File: src/rtl/urna_booth_arbiter.sv
// Round-robin arbiter that lets several voting booths share one Urna tally core.
// The granted booth's code is latched, then sent to the core one nibble at a time.
module urna_booth_arbiter #(
    parameter int N_BOOTHS = 4,
    parameter int DIGITS   = 4,
    parameter int GAP      = 1
) (
    input  logic                         clk_i,
    input  logic                         rst_ni,
    input  logic [N_BOOTHS-1:0]          req_i,
    input  logic [N_BOOTHS*4*DIGITS-1:0] voteCode_i,
    input  logic                         close_i,
    output logic [N_BOOTHS-1:0]          grant_o,
    output logic [N_BOOTHS-1:0]          ack_o,
    output logic [3:0]                   digit_o,
    output logic                         valid_o,
    output logic                         finish_o,
    output logic                         busy_o,
    output logic                         closed_o,
    output logic [15:0]                  votesServed_o
);

    localparam int W  = 4 * DIGITS;
    localparam int PW = $clog2(N_BOOTHS);
    localparam int IW = $clog2(DIGITS + 1);
    localparam int GW = $clog2(GAP + 1);

    typedef enum logic [2:0] {
        S_IDLE,
        S_SETUP,
        S_STROBE,
        S_GAP,
        S_FINISH,
        S_ACK,
        S_CLOSED
    } state_t;

    state_t              state_q;
    logic [N_BOOTHS-1:0] grant_q;
    logic [N_BOOTHS-1:0] ack_q;
    logic [3:0]          digit_q;
    logic                valid_q;
    logic                finish_q;
    logic                busy_q;
    logic                closed_q;
    logic [15:0]         votesServed_q;
    logic [PW-1:0]       ptr_q;
    logic [W-1:0]        shift_q;
    logic [W-1:0]        shift_d;
    logic [IW-1:0]       digitIdx_q;
    logic [GW-1:0]       gapCnt_q;
    logic                closeSeen_q;

    logic                pickValid;
    logic [PW-1:0]       pickIdx;
    logic [W-1:0]        pickCode;

    // Scan from the farthest booth back toward ptr+1 so the nearest requester wins.
    always_comb begin
        pickValid = 1'b0;
        pickIdx   = '0;
        for (int k = N_BOOTHS; k >= 1; k--) begin
            if (req_i[(int'(ptr_q) + k) % N_BOOTHS]) begin
                pickValid = 1'b1;
                pickIdx   = PW'((int'(ptr_q) + k) % N_BOOTHS);
            end
        end
    end

    assign pickCode = voteCode_i[int'(pickIdx)*W +: W];
    assign shift_d  = shift_q << 4;

    always_ff @(posedge clk_i or negedge rst_ni) begin
        if (!rst_ni) begin
            state_q       <= S_IDLE;
            grant_q       <= '0;
            ack_q         <= '0;
            digit_q       <= '0;
            valid_q       <= 1'b0;
            finish_q      <= 1'b0;
            busy_q        <= 1'b0;
            closed_q      <= 1'b0;
            votesServed_q <= '0;
            ptr_q         <= PW'(N_BOOTHS - 1);
            shift_q       <= '0;
            digitIdx_q    <= '0;
            gapCnt_q      <= '0;
            closeSeen_q   <= 1'b0;
        end else begin
            ack_q <= '0;
            if (busy_q && close_i) begin
                closeSeen_q <= 1'b1;
            end
            case (state_q)
                S_IDLE: begin
                    if (close_i) begin
                        state_q  <= S_CLOSED;
                        closed_q <= 1'b1;
                    end else if (pickValid) begin
                        state_q     <= S_SETUP;
                        grant_q     <= {{(N_BOOTHS-1){1'b0}}, 1'b1} << pickIdx;
                        ptr_q       <= pickIdx;
                        shift_q     <= pickCode;
                        digit_q     <= pickCode[W-1 -: 4];
                        digitIdx_q  <= '0;
                        busy_q      <= 1'b1;
                        closeSeen_q <= 1'b0;
                    end
                end
                S_SETUP: begin
                    state_q <= S_STROBE;
                    valid_q <= 1'b1;
                end
                S_STROBE: begin
                    state_q  <= S_GAP;
                    valid_q  <= 1'b0;
                    gapCnt_q <= '0;
                end
                S_GAP: begin
                    if (int'(gapCnt_q) == GAP - 1) begin
                        if (int'(digitIdx_q) == DIGITS - 1) begin
                            state_q  <= S_FINISH;
                            finish_q <= 1'b1;
                            digit_q  <= '0;
                        end else begin
                            state_q    <= S_SETUP;
                            digitIdx_q <= digitIdx_q + 1'b1;
                            shift_q    <= shift_d;
                            digit_q    <= shift_d[W-1 -: 4];
                        end
                    end else begin
                        gapCnt_q <= gapCnt_q + 1'b1;
                    end
                end
                S_FINISH: begin
                    state_q  <= S_ACK;
                    finish_q <= 1'b0;
                    ack_q    <= grant_q;
                    grant_q  <= '0;
                    if (votesServed_q != 16'hFFFF) begin
                        votesServed_q <= votesServed_q + 16'd1;
                    end
                end
                S_ACK: begin
                    busy_q <= 1'b0;
                    // A close seen anywhere during service ends the election once this vote is acked.
                    if (closeSeen_q || close_i) begin
                        state_q  <= S_CLOSED;
                        closed_q <= 1'b1;
                    end else begin
                        state_q <= S_IDLE;
                    end
                end
                S_CLOSED: begin
                    state_q <= S_CLOSED;
                end
                default: begin
                    state_q <= S_IDLE;
                end
            endcase
        end
    end

    assign grant_o       = grant_q;
    assign ack_o         = ack_q;
    assign digit_o       = digit_q;
    assign valid_o       = valid_q;
    assign finish_o      = finish_q;
    assign busy_o        = busy_q;
    assign closed_o      = closed_q;
    assign votesServed_o = votesServed_q;

endmodule
File: config.mk
export PLATFORM = sky130hd
export DESIGN_NAME = urna_booth_arbiter
export DESIGN_NICKNAME = d
export VERILOG_FILES = /design/src/rtl/urna_booth_arbiter.sv
export SDC_FILE = /design/constraint.sdc
export NUM_CORES = 1
export LEC_CHECK = 0
export ABC_AREA = 1
export CORE_MARGIN = 2
export CORE_UTILIZATION = 47
export DETAILED_ROUTE_END_ITERATION = 8
export PLACE_DENSITY_LB_ADDON = 0.15
export SETUP_SLACK_MARGIN = 0.02
export SLEW_MARGIN = 20
export SYNTH_ARGS = -nofsm -noshare
export SYNTH_HDL_FRONTEND = slang
export SYNTH_SLANG_ARGS = --single-unit
File: constraint.sdc
create_clock -name clk_i -period 2.65 [get_ports clk_i]
set_input_delay 0.265 -clock clk_i [delete_from_list [all_inputs] [get_ports clk_i]]
set_output_delay 0.265 -clock clk_i [all_outputs]
set_load 0.05 [all_outputs]
==> results.md, run 1 <==
| Quantity | Reported |
| --- | --- |
| Run status | completed |
| DRT Pass-1 Iters | 4 |
| Critical path start-end classification | reg -> reg |
| Count of final setup violators | 0 |
| H-tree depth reported by CTS | 2 |
| Largest net degree at the start of global routing | 54 |
| Post-route DRC violation count | 0 |
| Placer congestion estimate | 0.859 |
| # clock sinks | 53 |
| Placed inst area | 4260 um^2 |
| Launch point of the worst reg-to-reg path | ptr_q[0]$_DFFE_PN1P_ |
| Synth top area share | 39.7% |
| Asr flop ratio synth | 100% |
| Maximum clock rate | 450 MHz |
| Final clock period utilization by the worst path | 83.9% |
| Max cap viols | 0 |
| Ys Warns | 0 |
| Flip-flop cell with the highest count after synthesis | dfrtp_1 |
| Part of the power in registers | 24.3% |
| DIE HEIGHT | 86.7 um |
| Count of instances resized after the clock tree is built | 0 |
| Count of nets left with antenna violations after detail routing | 0 |
| Via count of the routed design | 3,243 |
| Count of flip-flops with a built-in enable after synthesis | 0 |
| Number of instances in the synthesized netlist | 453 |
| Summed area of non-filler cells in the final layout | 4400 um^2 |
| Worst slew margin relative to its limit | 54.2% |
| Overall track demand over capacity in global routing | 22.5% |
| Unrepaired setup endpoints after global routing | false |
| Number of flip-flops and latches in the synthesized netlist | 53 |
| Die W | 86.7 um |
| Clock network power share | 12.8% |
| Wire length per cell after detailed routing | 12.9 um |
| Share of post-route cells with drive strength above 1 | 7.03% |
| Hold Vio Cnt, Final | 0 |
| Number of inserted filler cells in the final layout | 565 |
| NumNets Final | 628 |
| Post-Layout Cell Count | 635 |
| Internal power summed over all cells | 2.53 mW |
| CP Capture Type | flip-flop |
| Wire length of the first global-routing pass | 13,700 um |
| Path type of the worst min-delay path | in -> async |
| Critical path startpoint category | flip-flop |
| Final core area utilization | 65.5% |
| Flop-to-flop setup slack | 0.43 ns |
| Net count of the mapped netlist | 527 |
| CTS tree | done |
| Hold-fix buffers at CTS | 0 |
| Area enclosed by the die boundary | 7510 um^2 |
| Iter 0 DRT Violations | 223 |
| Final hold slack | 0.0504 ns |
| Final Skew | 0.00738 ns |
| Placed wire-length estimate after detailed placement | 6320 um |
| Buffer type at the clock tree root | clkbuf_8 |
| Largest cells by area after synthesis | dfrtp_1 40%, nand2_1 23%, nand3_1 5.9%, nor2_1 3.9%, inv_1 3.7% |
| Max Slew Vio Count | 0 |
| Number of buffers on the longest clock path | 2 |
| Critical path fanouts, max | 20 |
| Total instance count after detailed placement | 627 |
| I/O pin count | 103 |
| Starting density of the core | 47.8% |
| DRT Wirelength | 8210 um |
| Number of setup buffers added after CTS | 0 |
| Number of clock buffers inserted by TritonCTS | 5 |
| Core Box Area | 6720 um^2 |
| Number of buffers inserted by port buffering | 102 |
| CP startpoint | ptr_q[0]$_DFFE_PN1P_ |
| Power share of the combinational group | 62.9% |
| Post-synth cell types | 37 |
| Register clock-pin slew on the reported worst setup and hold paths | 0.10 ns |
| Total leakage power | 2.21 nW |
| Worst endpoint required time | 2.91 ns |
| Sequential area share after synthesis | 41.4% |
| Std-Cell Rows | 30 |
| Final sum of negative setup slack | 0 ns |
| Overflow left after global routing | 0 |
| Signal arrival time at the worst endpoint | 2.49 ns |
| Worst supply voltage drop on vdd | 400 uV |
| Net switching power of the design | 2.66 mW |
| Library cell occupying the most area in the post-synthesis netlist | dfrtp_1 |
| Clock latency on the worst-skew pair | 0.32 ns |
| P per Cell Area | 1180 nW/um^2 |
| Slew of the pin with the lowest slew margin | 0.686 ns |
| Cell area after technology mapping | 3210 um^2 |
| Vias in the first global route | 3,141 |
| Area added between synthesis and finish | 37.0% |
| Diode count | 0 |
| Post-Synthesis Mean Instance Area | 7.09 um^2 |
| Min cycle time layout | 2.22 ns |
| Vias per cell | 5.11 |
| Number of antenna violations at the first check in global routing | 0 |
| Sw Share | 51.3% |
-- through the flow --
stage                     setup WS, ns  power, mW
after CTS                        0.435       5.22
after detailed placement         0.367       4.54
final                            0.426       5.20
after floorplan                  0.560       3.84
after global placement           0.434       4.47
after global routing             0.194       5.66
-- worst max-delay path: stages (launching register included) --
cell and delay (ns):
dfstp_2 0.67, inv_6 0.07, nand2_2 0.06, nand2_2 0.06, nand2_1 0.09, nand2_1 0.09
inv_2 0.09, nand3_4 0.13, nand2_4 0.20, buf_4 0.26, nand2_1 0.07, nand2_1 0.08
nand2_1 0.06, nand3_1 0.09, nand2_1 0.07, nand2_1 0.05
-- layout make-up --
class,count,area [um^2],area share (%)
sequential,53,1330,30.2
inverter,38,150,3.41
multi-input combinational,349,1630,37.1
clock inverter,3,68.8,1.56
clock buffer,5,68.8,1.56
timing repair buffer,107,1050,23.9
tap,80,100,2.27
-- power by group through the flow --
stage | combinational, mW | clock [mW] | sequential (mW)
5_1_grt | 3.67 | 0.699 | 1.29
3_3_place_gp | 3.21 | 0 | 1.26
3_5_place_dp | 3.27 | 0 | 1.27
6_report | 3.27 | 0.664 | 1.26
2_1_floorplan | 2.29 | 0 | 1.56
4_1_cts | 3.28 | 0.672 | 1.26
-- routing by layer --
layer / track usage (%) / share of wire [%] / vias up
met4: 5.11 / 1.1 / 0
met3: 4.57 / 5.4 / 9
met5: 0 / 0 / -
met2: 40.4 / 51 / 104
li1: - / - / 1627
met1: 27.8 / 43 / 1503
-- layout by cell type (no fill, tap or decap), types with 2 or more instances in the layout --
cell type	synthesis	routed
xor2_1	9	9
nand4_1	9	9
nand3b_1	3	3
a22oi_1	4	4
bufinv_16	0	2
nand2_4	3	3
nand2_1	199	199
or2_2	2	2
xnor2_1	5	5
o21ai_0	8	8
nor3_1	3	3
clkdlybuf4s50_1	0	101
nand3_1	38	38
inv_2	4	4
o31ai_1	2	2
inv_1	32	32
nor2_1	33	33
dfstp_2	2	2
buf_4	2	5
a21oi_1	10	10
ha_1	3	3
o21ai_1	2	2
nand2_2	8	8
inv_6	1	2
dfrtp_1	51	51
clkbuf_8	0	5
-- cell families after synthesis --
family	after synthesis	synth area share [%]
compound gates	29	5.22
xor+xnor	14	3.82
fa+ha+maj	3	1.17
buf+inv	51	7.87
flops	53	41.4
mux	1	0.350
simple gates	302	40.2
-- state kept, by name (all words and copies together), names as in the netlist --
name           count
votesServed_o     16
valid_o            1
closed_o           1
closeSeen_q        1
grant_o            4
shift_q           12
finish_o           1
digit_o            4
ack_o              4
busy_o             1
state_q            3
ptr_q              2
digitIdx_q         3
-- path summary, 6_finish.rpt --
check / endpoint / cells after the start
worst max register to register: shift_q[5]$_DFFE_PN0P_ / 15
min in group clk_i: closed_o$_DFFE_PN0P_ / 1
worst min-delay path: closed_o$_DFFE_PN0P_ / 2
worst min register to register: closed_o$_DFFE_PN0P_ / 1
max in group asynchronous: votesServed_o[5]$_DFFE_PN0P_ / 2
worst max-delay path: shift_q[5]$_DFFE_PN0P_ / 15
-- synth_stat cells (all sizes together) (2+ instances only) --
cell,n
nor2,35
buf,12
or2,2
ha,3
nand3,39
nor3,3
dfrtp,51
xnor2,5
nand2,210
dfstp,2
xor2,9
a22oi,4
nand4,9
nand3b,3
inv,38
a21oi,10
o21ai,10
o31ai,2
Note: power is estimated with default switching activity, not from simulation.
==> inputs of run 2 (changes only) <==
==> constraint.sdc (replaced) <==
create_clock -name clk_i -period 2.2 [get_ports clk_i]
set_input_delay 0.22 -clock clk_i [delete_from_list [all_inputs] [get_ports clk_i]]
set_output_delay 0.22 -clock clk_i [all_outputs]
set_load 0.05 [all_outputs]
==> results.md, run 2 (same netlist as run 1, synthesis figures left out) <==
| Quantity | Reported | Delta |
| --- | --- | --- |
| Endpoint of the worst-slack reg-to-reg timing path | digit_o[0]$_DFFE_PN0P_ |  |
| Max Slew Vio Count | 0 | unchanged |
| Largest net degree at the start of global routing | 54 | unchanged |
| Vias in the first global route | 3,033 | -3.4% |
| H-tree depth reported by CTS | 2 | unchanged |
| Slew of the pin with the lowest slew margin | 0.507 ns | -0.179 ns |
| Post-route DRC violation count | 0 | unchanged |
| Number of clock buffers inserted by TritonCTS | 5 | unchanged |
| Area added between synthesis and finish | 42.6% |  |
| Count of nets left with antenna violations after detail routing | 0 | unchanged |
| Commonest non-fill, non-tap cell in the layout | nand2_1 |  |
| Cells traversed along the worst timing path | buf_12 -> nand2_1 -> o21ai_1 -> nand2_1 -> nand2_2 -> inv_2 -> nand2_2 -> nand2_4 -> buf_4 -> nand2_4 -> nand2_1 -> nand2_1 -> nand2_1 -> nand2_1 -> nand2_1 -> a21oi_1 |  |
| Worst endpoint required time | 2.43 ns | -0.48 ns |
| I/O pin count | 103 | unchanged |
| Overflow left after global routing | 0 | unchanged |
| Flop-to-flop setup slack | 0.15 ns | -0.28 ns |
| Post-Layout Cell Count | 651 | +2.5% |
| Worst setup slack after placement | 0.0492 ns | -0.318 ns |
| Final core area utilization | 68.2% | +2.7 points |
| Min cycle time layout | 2.05 ns | -0.170 ns |
| DIE HEIGHT | 86.7 um | unchanged |
| NumNets Final | 644 | +2.5% |
| Overall track demand over capacity in global routing | 22.0% | -0.48 points |
| Number of buffers on the longest clock path | 2 | unchanged |
| Register clock-pin slew on the reported worst setup and hold paths | 0.10 ns | about the same |
| Core Box Area | 6720 um^2 | unchanged |
| CP Capture Type | flip-flop |  |
| Starting density of the core | 47.8% | unchanged |
| P per Cell Area | 1450 nW/um^2 | +23% |
| Run status | completed |  |
| Std-Cell Rows | 30 | unchanged |
| Final clock period utilization by the worst path | 93.4% | +9.5 points |
| Via count of the routed design | 3,308 | +2.0% |
| Wire length of the first global-routing pass | 13,400 um | -1.9% |
| Post-route total power | 6.65 mW | +28% |
| # clock sinks | 53 | unchanged |
| Worst supply voltage drop on vdd | 707 uV | +77% |
| Signal arrival time at the worst endpoint | 2.28 ns | -0.21 ns |
| Leading cell types in the layout, fill and taps excluded | 195 x nand2_1, 101 x clkdlybuf4s50_1, 51 x dfrtp_1 |  |
| Most prevalent standard cell on the critical path | nand2_1 |  |
| CP startpoint | ptr_q[0]$_DFFE_PN1P_ |  |
| Flip-flop count of the largest register after layout | 16 | unchanged |
| Summed area of non-filler cells in the final layout | 4580 um^2 | +4.1% |
| Path type of the worst min-delay path | in -> async |  |
| Max cap viols | 0 | unchanged |
| Worst slew margin relative to its limit | 66.1% | +12 points |
| Wire length per cell after detailed routing | 12.5 um | -3.1% |
| Total leakage power | 2.29 nW | +3.7% |
| Worst R2R Path Depth | 16 | +1 |
| Count of final setup violators | 0 | unchanged |
| Clock latency on the worst-skew pair | 0.30 ns | -0.02 ns |
| Diode count | 0 | unchanged |
| DRT Wirelength | 8160 um | -0.61% |
| Final sum of negative setup slack | 0 ns | unchanged |
| CTS tree | done |  |
| Final Skew | 0.00986 ns | +0.00248 ns |
| Critical path startpoint category | flip-flop |  |
| Placer congestion estimate | 0.872 | +1.5% |
| Placed inst area | 4340 um^2 | +1.8% |
| Critical path fanouts, max | 6 | -70% |
| Placed wire-length estimate after detailed placement | 6180 um | -2.3% |
| Share of post-route cells with drive strength above 1 | 10.7% | +3.7 points |
| Final hold slack | 0.431 ns | +0.380 ns |
| Total instance count after detailed placement | 634 | +1.1% |
| Standard cell with the maximum stage delay on the critical path | dfstp_2 |  |
| DRT Pass-1 Iters | 4 | unchanged |
| Delay of the slowest critical-path stage | 0.57 ns | -0.10 ns |
| Buffer type at the clock tree root | clkbuf_8 |  |
| Vias per cell | 5.08 | -0.50% |
| Area enclosed by the die boundary | 7510 um^2 | unchanged |
| Maximum clock rate | 487 MHz | +8.3% |
| Number of buffers inserted by port buffering | 102 | unchanged |
| Critical path start-end classification | reg -> reg |  |
| Post-route worst setup slack | 0.145 ns | -0.280 ns |
| Iter 0 DRT Violations | 136 | -39% |
| Number of antenna violations at the first check in global routing | 0 | unchanged |
| Hold Vio Cnt, Final | 0 | unchanged |
| Launch point of the worst reg-to-reg path | ptr_q[0]$_DFFE_PN1P_ |  |
| Die W | 86.7 um | unchanged |
## run 2: worst max path at each step
| stage | end | slack, ns | cells after the start |
|---|---|---|---|
| detailed placement | shift_q[1]$_DFFE_PN0P_ | 0.05 | 15 |
| finish | digit_o[0]$_DFFE_PN0P_ | 0.15 | 16 |
| CTS | votesServed_o[11]$_DFFE_PN0P_ | 0.08 | 11 |
| global route | grant_o[3]$_DFFE_PN0P_ | -0.02 | 12 |
| floorplan | votesServed_o[11]$_DFFE_PN0P_ | 0.11 | 11 |
| global placement | shift_q[10]$_DFFE_PN0P_ | 0.14 | 17 |
## run 2: report_power, final
group          leakage (nW)  internal, mW  switching, mW
registers             0.684          1.28          0.215
clock network        0.0456         0.228          0.316
logic                  1.56          1.76           2.86
## run 2: timing repair
action	CTS	global route
buffers inserted	0	6
hold endpoints to repair	51	0
gates resized for setup	0	16
hold buffers	1	0
endpoints found under the setup margin	0	26
## run 2: area by class of cell
| cell class | count | area [um^2] |
|---|---|---|
| clock buffers | 6 | 72.6 |
| clock inverters | 2 | 13.8 |
| fillers | 555 | 2140 |
| inverters | 38 | 155 |
| multi-input cells | 350 | 1690 |
| flip-flops and latches | 53 | 1330 |
| well taps | 80 | 100 |
| repair buffers | 122 | 1220 |
## run 2: worst max-delay path: cells and delay by family (launching register included)
family	cells	cell delay (ns)
AOI/OAI and AO/OA	2	0.25
buffers and inverters	3	0.32
DFF	1	0.57
and+or+nand+nor	11	0.83
## run 2: layer usage
layer	vias up	routed length [um]	track usage, %
li1	1673	-	-
met1	1540	3500	27.8
met2	86	4280	40.6
met3	9	302	3.14
met4	0	74	3.55
met5	-	0	0
==> edit: new RTL, config.mk and constraints of run 2 <==
Set the parameter `N_BOOTHS` to 8 (it was 4).
--- a/src/rtl/urna_booth_arbiter.sv
+++ b/src/rtl/urna_booth_arbiter.sv
@@ -1,7 +1,7 @@
 // Round-robin arbiter that lets several voting booths share one Urna tally core.
 // The granted booth's code is latched, then sent to the core one nibble at a time.
 module urna_booth_arbiter #(
-    parameter int N_BOOTHS = 4,
+    parameter int N_BOOTHS = 8,
     parameter int DIGITS   = 4,
     parameter int GAP      = 1
 ) (
Ports: changed (resized ack_o, grant_o, req_i and voteCode_i); port bits go from 103 to 179. The function was not compared with the original's and may differ.
==> edit against run 2 <==
  * The run now ends with setup timing left
  * Non-clock buffer count grew 147
  * Final area grew 81%
  * Synthesized cell count grew 57%
  * Worst setup slack lost 0.75 ns
  * Utilization grew 17 points
  * Fmax shrank 27%
  * Global-route usage grew 12 points
  * Worst hold slack lost 0.018 ns
  * Routed wire length grew to 2.5 times the old value
  * Sequential cell count grew 9
  * Cell count grew 68%
  * Area after synthesis grew 45%
  * Highest routed layer unchanged
Power is not shown: default switching activity piles up to over one toggle a cycle in this logic, so the estimate is an artifact.
==> edit: results (changes against run 2) <==
* Run status: complete, but fails checks
* Violated checks: setup timing
* Worst slew margin relative to its limit at 57.3% (-8.8 points)
* Router iterations before antenna repair at 5 (+1)
* Number of buffers created by CTS at 9 (+4)
* Final HPWL DP at 13,600 µm (+120%)
* Critical Path Fanout Max at 7 (+1)
* Number of nets in the finished design at 1,101 (+71%)
* Top cell types by occurrence after synthesis: sky130_fd_sc_hd__nand2_1 (225), sky130_fd_sc_hd__nand3_1 (144), sky130_fd_sc_hd__nor2_1 (70)
* Tot GR Track Use at 33.7% (+12 points)
* Path category of the worst min-delay check: input pin to asynchronous set/reset pin
* Share of synthesized area occupied by flip-flops and latches at 33.3% (-8.1 points)
* Clock insertion delay at the later pin of the skew report at 0.36 ns (+0.06 ns)
* Register-to-Register Path Depth at 20 (+4)
* Number of global-route vias before repair at 6,074 (+100%)
* Number of nets in the synthesized netlist at 854 (+62%)
* Final worst-path setup slack at -0.605 ns (-0.750 ns)
* CTS H-Tree Depth at 3 (+1)
* Average routed wire per standard cell at 18.9 µm (+51%)
* Top delay family on crit path: simple AND/OR/NAND/NOR gates
* Largest net degree at the start of global routing at 39 (-28%)
* Fraction of layout instances using a drive strength above 1 at 28.3% (+18 points)
* Number of buffers inserted by port buffering at 178 (+75%)
* CP arrival at 3.09 ns (+0.81 ns)
* Placed instance area at 7150 µm² (+65%)
* Placer's final routability congestion estimate at 0.963 (+10%)
* Routed via count at 6,278 (+90%)
* Capturing instance or port of the critical path: shift_q[6]$_DFFE_PN0P_
* Starting DRC count in detailed routing at 474 (+250%)
* Total of endpoints with negative setup slack in the final report at 33 (+33)
* Final setup skew at 0.0139 ns (+0.00408 ns)
* Final total negative setup slack at -14.26 ns (-14.26 ns)
* Unique cell type count in the Yosys netlist at 35 (-5.4%)
## edit: cell count changes after synthesis, moves of 5 or more
| cell | run 2 | this run |
|---|---|---|
| sky130_fd_sc_hd__nand3_1 | 38 | 144 |
| sky130_fd_sc_hd__nor2_1 | 33 | 70 |
| sky130_fd_sc_hd__nand2_1 | 199 | 225 |
| sky130_fd_sc_hd__a21oi_1 | 10 | 35 |
| sky130_fd_sc_hd__buf_4 | 2 | 16 |
| sky130_fd_sc_hd__o21ai_1 | 2 | 15 |
| sky130_fd_sc_hd__buf_2 | 4 | 12 |
| sky130_fd_sc_hd__dfrtp_1 | 51 | 59 |
| sky130_fd_sc_hd__nand4_1 | 9 | 1 |
| sky130_fd_sc_hd__o22ai_1 | 1 | 8 |
| sky130_fd_sc_hd__nand3_2 | 0 | 6 |
| sky130_fd_sc_hd__inv_2 | 4 | 9 |
## edit: what timing repair did
action	CTS	global route
hold buffers	1	0
setup endpoints to repair	34	36
pin swaps	14	41
endpoints found under the hold margin	24	0
gates resized for setup	41	94
gates cloned	1	6
setup buffers	11	12
## edit: metrics by stage
step | cells | setup WS [ns] | utilization (%)
after CTS | 1079 | -0.446 | 79.1
after global placement | 1050 | -0.443 | 73.5
final | 1095 | -0.605 | 85.2
after global routing | 1095 | -0.741 | 85.2
after floorplan | 710 | -0.257 | -
after detailed placement | 1050 | -0.523 | 73.5
## edit: logic make-up after synthesis
group / Yosys count / share of synthesized area (%)
simple gates: 470 / 44.4
buf+inv: 77 / 8.12
compound gates: 76 / 9.03
flops: 62 / 33.3
xor+xnor: 19 / 3.56
fa+ha+maj: 5 / 1.34
mux: 1 / 0.241
## edit: layer usage
metal | vias to the layer above | share of wire, % | global-route usage (%)
li1 | 2829 | - | -
met1 | 2932 | 36 | 37.0
met2 | 404 | 50 | 60.3
met3 | 113 | 8.0 | 6.99
met4 | 0 | 6.7 | 19.5
met5 | - | 0 | 0
## edit: worst min-delay path by stage
stage                       from                             to  slack, ns
after detailed placement  rst_ni  votesServed_o[14]$_DFFE_PN0P_       0.24
after floorplan           rst_ni             ack_o[0]$_DFF_PN0_      -0.08
after global routing      rst_ni   votesServed_o[9]$_DFFE_PN0P_       0.47
after global placement    rst_ni  votesServed_o[13]$_DFFE_PN0P_       0.24
final                     rst_ni   votesServed_o[6]$_DFFE_PN0P_       0.41
after CTS                 rst_ni  votesServed_o[13]$_DFFE_PN0P_       0.40
## edit: area by class of cell
class | instances | area [µm²]
multi-input combinational | 571 | 3380
timing repair buffer | 269 | 2770
sequential | 62 | 1560
fill | 507 | 1440
inverter | 44 | 180
tap | 133 | 166
clock buffer | 9 | 124
clock inverter | 7 | 104
